[src/rtl/cpu_pkg.sv]
// cpu_pkg: shared types for the fetch/pc path.
// FSM state encoding and branch funct3 codes.
package cpu_pkg;

   typedef enum logic [1:0] {
      S_IDLE  = 2'b00,
      S_FETCH = 2'b01,
      S_EXEC  = 2'b10,
      S_HALT  = 2'b11
   } pc_state_t;

   localparam logic [2:0] BT_BEQ  = 3'b000;
   localparam logic [2:0] BT_BNE  = 3'b001;
   localparam logic [2:0] BT_BLT  = 3'b100;
   localparam logic [2:0] BT_BGE  = 3'b101;
   localparam logic [2:0] BT_BLTU = 3'b110;
   localparam logic [2:0] BT_BGEU = 3'b111;

endpackage

[src/rtl/pc_unit_branch_cond.sv]
// branch_cond: branch taken decode.
// Flags arrive already resolved from execute.
module branch_cond
   import cpu_pkg::*;
(
   input  logic       Branch,
   input  logic [2:0] BranchType,
   input  logic       zero,
   input  logic       less,
   output logic       taken
);

   // pick the flag that matches funct3; 010/011 never taken
   always_comb begin
      taken = 1'b0;
      unique case (BranchType)
         BT_BEQ, BT_BNE:   taken = Branch & zero;
         BT_BLT, BT_BGE,
         BT_BLTU, BT_BGEU: taken = Branch & less;
         default:          taken = 1'b0;
      endcase
   end

endmodule

[src/rtl/pc_unit.sv]
// pc_unit: program counter and fetch/exec sequencer.
// Registered outputs; synchronous active-high reset.
module pc_unit
   import cpu_pkg::*;
#(
   parameter logic [31:0] RESET_PC     = 32'h0000_0000,
   parameter int          IMEM_TIMEOUT = 8
) (
   input  logic        clk,
   input  logic        rst,
   input  logic [31:0] ALUResult,
   input  logic        zero,
   input  logic        less,
   input  logic [31:0] imm32,
   input  logic        Branch,
   input  logic [2:0]  BranchType,
   input  logic        Jump,
   input  logic        Jal,
   input  logic        stall,
   input  logic        halt_req,
   input  logic        imem_ready,
   output logic [31:0] pc,
   output logic [31:0] pc_plus4,
   output logic        imem_req,
   output logic        inst_valid,
   output logic        halted,
   output logic        err
);

   localparam int CW = $clog2(IMEM_TIMEOUT + 1);
   localparam logic [CW-1:0] LAST = CW'(IMEM_TIMEOUT - 1);

   pc_state_t   state;
   logic [CW-1:0] cnt;
   logic        taken;
   logic [31:0] pc_imm;
   logic [31:0] next_pc;

   branch_cond u_bc (
      .Branch     (Branch),
      .BranchType (BranchType),
      .zero       (zero),
      .less       (less),
      .taken      (taken)
   );

   assign pc_plus4 = pc + 32'd4;
   assign pc_imm   = pc + imm32;

   // next-pc select: jalr over jal over taken branch over fallthrough
   always_comb begin
      next_pc = pc_plus4;
      if (Jump)
         next_pc = ALUResult;
      else if (Jal)
         next_pc = pc_imm;
      else if (taken)
         next_pc = pc_imm;
   end

   // sequencer: fetch handshake, exec commit, halt/error trap
   always_ff @(posedge clk) begin
      if (rst) begin
         state      <= S_IDLE;
         pc         <= RESET_PC;
         cnt        <= '0;
         err        <= 1'b0;
         halted     <= 1'b0;
         imem_req   <= 1'b0;
         inst_valid <= 1'b0;
      end else begin
         unique case (state)
            S_IDLE: begin
               state    <= S_FETCH;
               imem_req <= 1'b1;
               cnt      <= '0;
            end
            S_FETCH: begin
               if (imem_ready) begin
                  state      <= S_EXEC;
                  imem_req   <= 1'b0;
                  inst_valid <= 1'b1;
                  cnt        <= '0;
               end else if (cnt == LAST) begin
                  state    <= S_HALT;
                  imem_req <= 1'b0;
                  err      <= 1'b1;
                  halted   <= 1'b1;
               end else begin
                  cnt <= cnt + 1'b1;
               end
            end
            S_EXEC: begin
               if (!stall) begin
                  inst_valid <= 1'b0;
                  if (halt_req) begin
                     state  <= S_HALT;
                     halted <= 1'b1;
                  end else if (next_pc[1:0] != 2'b00) begin
                     state  <= S_HALT;
                     halted <= 1'b1;
                     err    <= 1'b1;
                  end else begin
                     state    <= S_FETCH;
                     pc       <= next_pc;
                     imem_req <= 1'b1;
                  end
               end
            end
            S_HALT: begin
               state <= S_HALT;
            end
            default: state <= S_IDLE;
         endcase
      end
   end

endmodule
[config.mk]
export PLATFORM = sky130hd
export DESIGN_NAME = pc_unit
export DESIGN_NICKNAME = d
export VERILOG_FILES = /design/src/rtl/cpu_pkg.sv /design/src/rtl/pc_unit_branch_cond.sv /design/src/rtl/pc_unit.sv
export SDC_FILE = /design/constraint.sdc
export NUM_CORES = 1
export LEC_CHECK = 0
export CORE_ASPECT_RATIO = 1.4
export CORE_MARGIN = 3
export CORE_UTILIZATION = 47
export CTS_CLUSTER_DIAMETER = 120
export CTS_CLUSTER_SIZE = 28
export DETAILED_ROUTE_END_ITERATION = 10
export GPL_ROUTABILITY_DRIVEN = 0
export PLACE_DENSITY = 0.81
export SETUP_SLACK_MARGIN = 0.15
export SYNTH_ARGS = -nofsm -noshare
export SYNTH_HDL_FRONTEND = slang
export SYNTH_HIERARCHICAL = 1
export SYNTH_SLANG_ARGS = --single-unit
[constraint.sdc]
create_clock -name clk -period 4 [get_ports clk]
set_clock_uncertainty 0.05 [all_clocks]
set_input_delay 0.6 -clock clk [delete_from_list [all_inputs] [get_ports clk]]
set_output_delay 0.6 -clock clk [all_outputs]
set_load 0.05 [all_outputs]
; After elaboration in Yosys (flattened, before gate mapping)
; Index checks and enable logic that the tools add are counted.
[classes]
addsub = 3
n_eq_ne = 19
muxes = 31
bitwise_logic = 5
n_reduce_logical = 15
[ops]
columns = operator, count
row1 = two-way mux 32 bit, 3
row2 = adder 32 x 3 -> 32 bit (second input constant), 1
row3 = adder 32 bit, 1
row4 = two-way mux 1 bit, 14
row5 = inequality test 2 bit (second input constant), 7
row6 = equality test 3 bit (second input constant), 4
row7 = two-way mux 2 bit, 5
row8 = AND reduction 5 bit, 2
row9 = inequality test 3 bit (second input constant), 3
row10 = two-way mux 4 bit, 2
row11 = case mux 1 bit (2 select lines), 4
row12 = case mux 2 bit (4 select lines), 1
row13 = case mux 4 bit (2 select lines), 1
row14 = AND reduction 6 bit, 1
row15 = nonzero test 2 bit, 3
row16 = adder 4 x 1 -> 4 bit (second input constant), 1
row17 = equality test 2 bit (second input constant), 2
row18 = equality test 4 x 3 -> 1 bit (second input constant), 1
row19 = AND reduction 2 bit, 2
row20 = AND reduction 4 bit, 1
row21 = OR reduction 4 bit, 1
row22 = equality test 3 x 1 -> 1 bit (second input constant), 1
row23 = zero test 3 bit, 1
row24 = NOT 1 bit, 3
row25 = other kinds (7), 8
[totals]
reg_bits = 42
in_bits = 77
out_inout_bits = 68

; Depth between registers and ports, before layout
[depth]
word_depth = 11
mapped_depth = 13

; By module
; Netlist, hierarchy kept.
[by_module_without_submodules]
columns = mod, n_inst, cells_per_inst, area_per_inst_um2, seq_area_each_um2
row1 = pc_unit, 1, 597, 4440.5, 840.8
row2 = branch_cond, 1, 3, 21.3, 0.0

; Least setup slack after synthesis
; No wires, ideal clock.
[synth_path]
path_kind = flip-flop to output port
startpoint = register pc[16]
endpoint = output pc_plus4[26]
arrival_ns = 2.679
required_ns = 3.350
path_slack_ns = 0.671
stages_incl_launch_ff = 6
path_buffers = 0
cell_sequence = dfxtp_1 -> and4_1 -> nand4_1 -> nor4_2 -> nand3_1 -> xnor2_1
[synth_between]
elab_chain_len = 1
[synth_rtl]
columns = item, line
row1 = start: declaration, pc_unit.sv:22  ; output logic [31:0] pc,
row2 = start signal: assignment, pc_unit.sv:105  ; pc <= next_pc;
row3 = adder 32 x 3 -> 32 bit, pc_unit.sv:47  ; assign pc_plus4 = pc + 32'd4;
row4 = end: declaration, pc_unit.sv:23  ; output logic [31:0] pc_plus4,
; Every way passes these cells.

; Worst setup path after layout
[layout_path]
startpoint = register pc[11]
endpoint = output pc_plus4[25]
; The elaborated chain is that of the path after synthesis.

==> results.yml <==
global_route:
  grt_pass1_vias: 5316
  grtUsageTotal_pct: 30.0
  grt.overflow.total: 0
  antenna_found_initial: 0
  grt_pass1_wl_um: 25600
  grt_max_degree: 27
timing:
  drv_slew: 0
  hold_viol: 0
  worst_slack_ps: 344
  whs_ps: 425
  fmax_mhz: 274
  finalCritPeriodShare_pct: 91.4
  setup_viol: 0
  fin_crit_ps: 3660
  grt_setup_unrepaired: "false"
  slew_headroom_pct: 49.7
  tns_ps: 0
  tightest_slew_ps: 751
power:
  power_density_nw_per_um2: 193
  leakage_nw: 2.63
  vdd_ir_drop_max_uv: 182
clock_network:
  cts.reportedPaths.clkPinSlew_ps: 70
  clockBufferDepth: 2
  clock_latency_ps: 300
  clock-root-buffer: "clkbuf_16"
  numCtsBuffers: 5
  htreeDepth: 2
  postCtsSetupRepairBufs: 0
  clkSinkCount: 42
  cts_tree: "done"
logic_synthesis:
  synth_area_leaders: "dfxtp_1 (19%), ha_1 (9.3%), a21oi_1 (6.2%)"
  synth-edff-count: 0
  synth_common_cells: "nor2_1 (63), nand2_1 (59), a21oi_1 (55), dfxtp_1 (42)"
  synth_top_area_share_pct: 18.8
  synth_ff_type: "dfxtp_1"
  yosysSeqAreaShare_pct: 18.8
  synth_cell_types: 71
  yosys_register_bits: 42
  synthArstFlopShare_pct: 0
  syn_nets: 711
  yosysMostFrequentCell: "nor2_1"
  syn_inst: 600
  netlist.top_cell.by_area: "dfxtp_1"
  avgSynthCellArea_um2: 7.44
  synth_warnings: 6
  netlist_area_um2: 4460
critical_path:
  arrival_ps: 3010
  startpoint_type: "flip-flop"
  crit_type: "reg -> out"
  cp_data_required_time_ps: 3350
  crit_fanout: 8
  cp-end-kind: "primary output"
floorplan:
  dieArea_um2: 10700
  initial_core_util_pct: 48.9
  core_area_um2: 9130
  fp.dieH_um: 121
  die_w_um: 88.3
  rows: 41
  ioPinCount: 145
run_status:
  outcome: "finished with violations"
  violations: "DRC"
cells_and_area:
  utilization_pct: 67.8
  insertedDiodeCount: 0
  drive_gt1_share_pct: 5.14
  synthToLayoutAreaGrowth_pct: 38.7
  fin_nets: 850
drt:
  drt-initial-drc-count: 582
  num_vias: 5421
  ant_nets: 0
  drt_first_pass_iters: 8
  drc: 1
  avgRoutedWirePerCell_um: 18.9
  wl_um: 16000
  via_per_inst: 6.40
run:
  maxCapViolations: 0
placement:
  hpwl_um: 12500
  port_buffers: 143
  pre_cts_slack_ps: 256
hold_path:
  hp-class: "reg -> reg"
==> flip-flops by register name, indices dropped and copies added (netlist names) <==
signal      flops
imem_req        1
halted          1
inst_valid      1
state           2
cnt             4
err             1
pc             32
==> layout by cell type, fill, tap and decap left out, types with 4 or more instances in the layout <==
master	count
clkdlybuf4s50_1	134
nor2_1	63
nand2_1	59
a21oi_1	55
dfxtp_1	42
o21ai_0	33
ha_1	33
xnor2_1	29
nand3_1	24
xor2_1	23
inv_1	17
buf_4	17
nand4_1	14
a21o_1	12
and3_1	12
mux2i_1	12
nor3_1	11
a211oi_1	9
a31oi_1	9
o211ai_1	9
o21bai_1	8
dlymetal6s2s_1	7
or3_1	6
o31ai_1	6
a22o_1	5
o22ai_1	5
and4_1	5
clkbuf_16	5
o21ai_1	4
nand2b_1	4
==> area by class of cell <==
cell class | instances | area [µm²]
Multi-Input combinational cell | 513 | 3430
Fill cell | 787 | 2940
Timing Repair Buffer | 160 | 1570
Sequential cell | 42 | 841
Tap cell | 107 | 134
Clock buffer | 5 | 125
Inverter | 17 | 63.8
Clock inverter | 3 | 21.3
==> worst paths after layout <==
kind,start,end,slack [ps],cells past startpoint
worst max-delay path,pc[11]$_SDFFE_PP0P_,pc_plus4[25],340,6
worst min-delay path,err$_SDFFE_PP0P_,err$_SDFFE_PP0P_,430,2
worst max register to register,pc[0]$_SDFFE_PP0P_,pc[24]$_SDFFE_PP0P_,880,10
worst min register to register,err$_SDFFE_PP0P_,err$_SDFFE_PP0P_,430,2
==> through the flow <==
step	power (mW)	cell area, µm²	std cells
after floorplan	0.632	4460	600
after global placement	0.769	6030	839
after detailed placement	0.776	6030	839
after CTS	1.19	6170	847
after global routing	1.25	6190	847
final	1.20	6190	847
==> worst max-delay path: stages (launching register included) <==
cell and delay (ps):
dfxtp_1 530, and4_1 420, nand3_1 180, nor3_1 410
nand2_1 130, xnor2_1 190, clkdlybuf4s50_1 850
==> where the power goes <==
part / total (mW) / switching, mW / internal (mW)
Clock: 0.423 / 0.191 / 0.232
Combinational: 0.335 / 0.183 / 0.152
Sequential: 0.439 / 0.0118 / 0.427
==> cell families (layout without fill, tap and decap cells) <==
logic type                 Yosys count  after routing  share of synthesized area [%]
and+or+nand+nor                    218            218                           23.8
AOI/OAI and AO/OA                  197            197                           30.5
buffers and inverters               45            185                           4.26
xor gates and xnor gates            52             52                           10.2
muxes                               12             12                           2.69
DFF                                 42             42                           18.8
adders and majority gates           34             34                           9.70
==> what timing repair did <==
item | CTS | global route
hold buffers | 0 | 0
resized for setup | 2 | 7
setup endpoints to repair | 2 | 7
==> per-layer routing <==
layer / routed length, µm / vias up / GRT usage, %
li1: - / 2516 / -
met1: 5990 / 2507 / 34.9
met2: 7900 / 316 / 50.3
met3: 1220 / 82 / 5.23
met4: 927 / 0 / 17.8
met5: 0 / - / 0
Note: power is estimated with default switching activity, not from simulation.
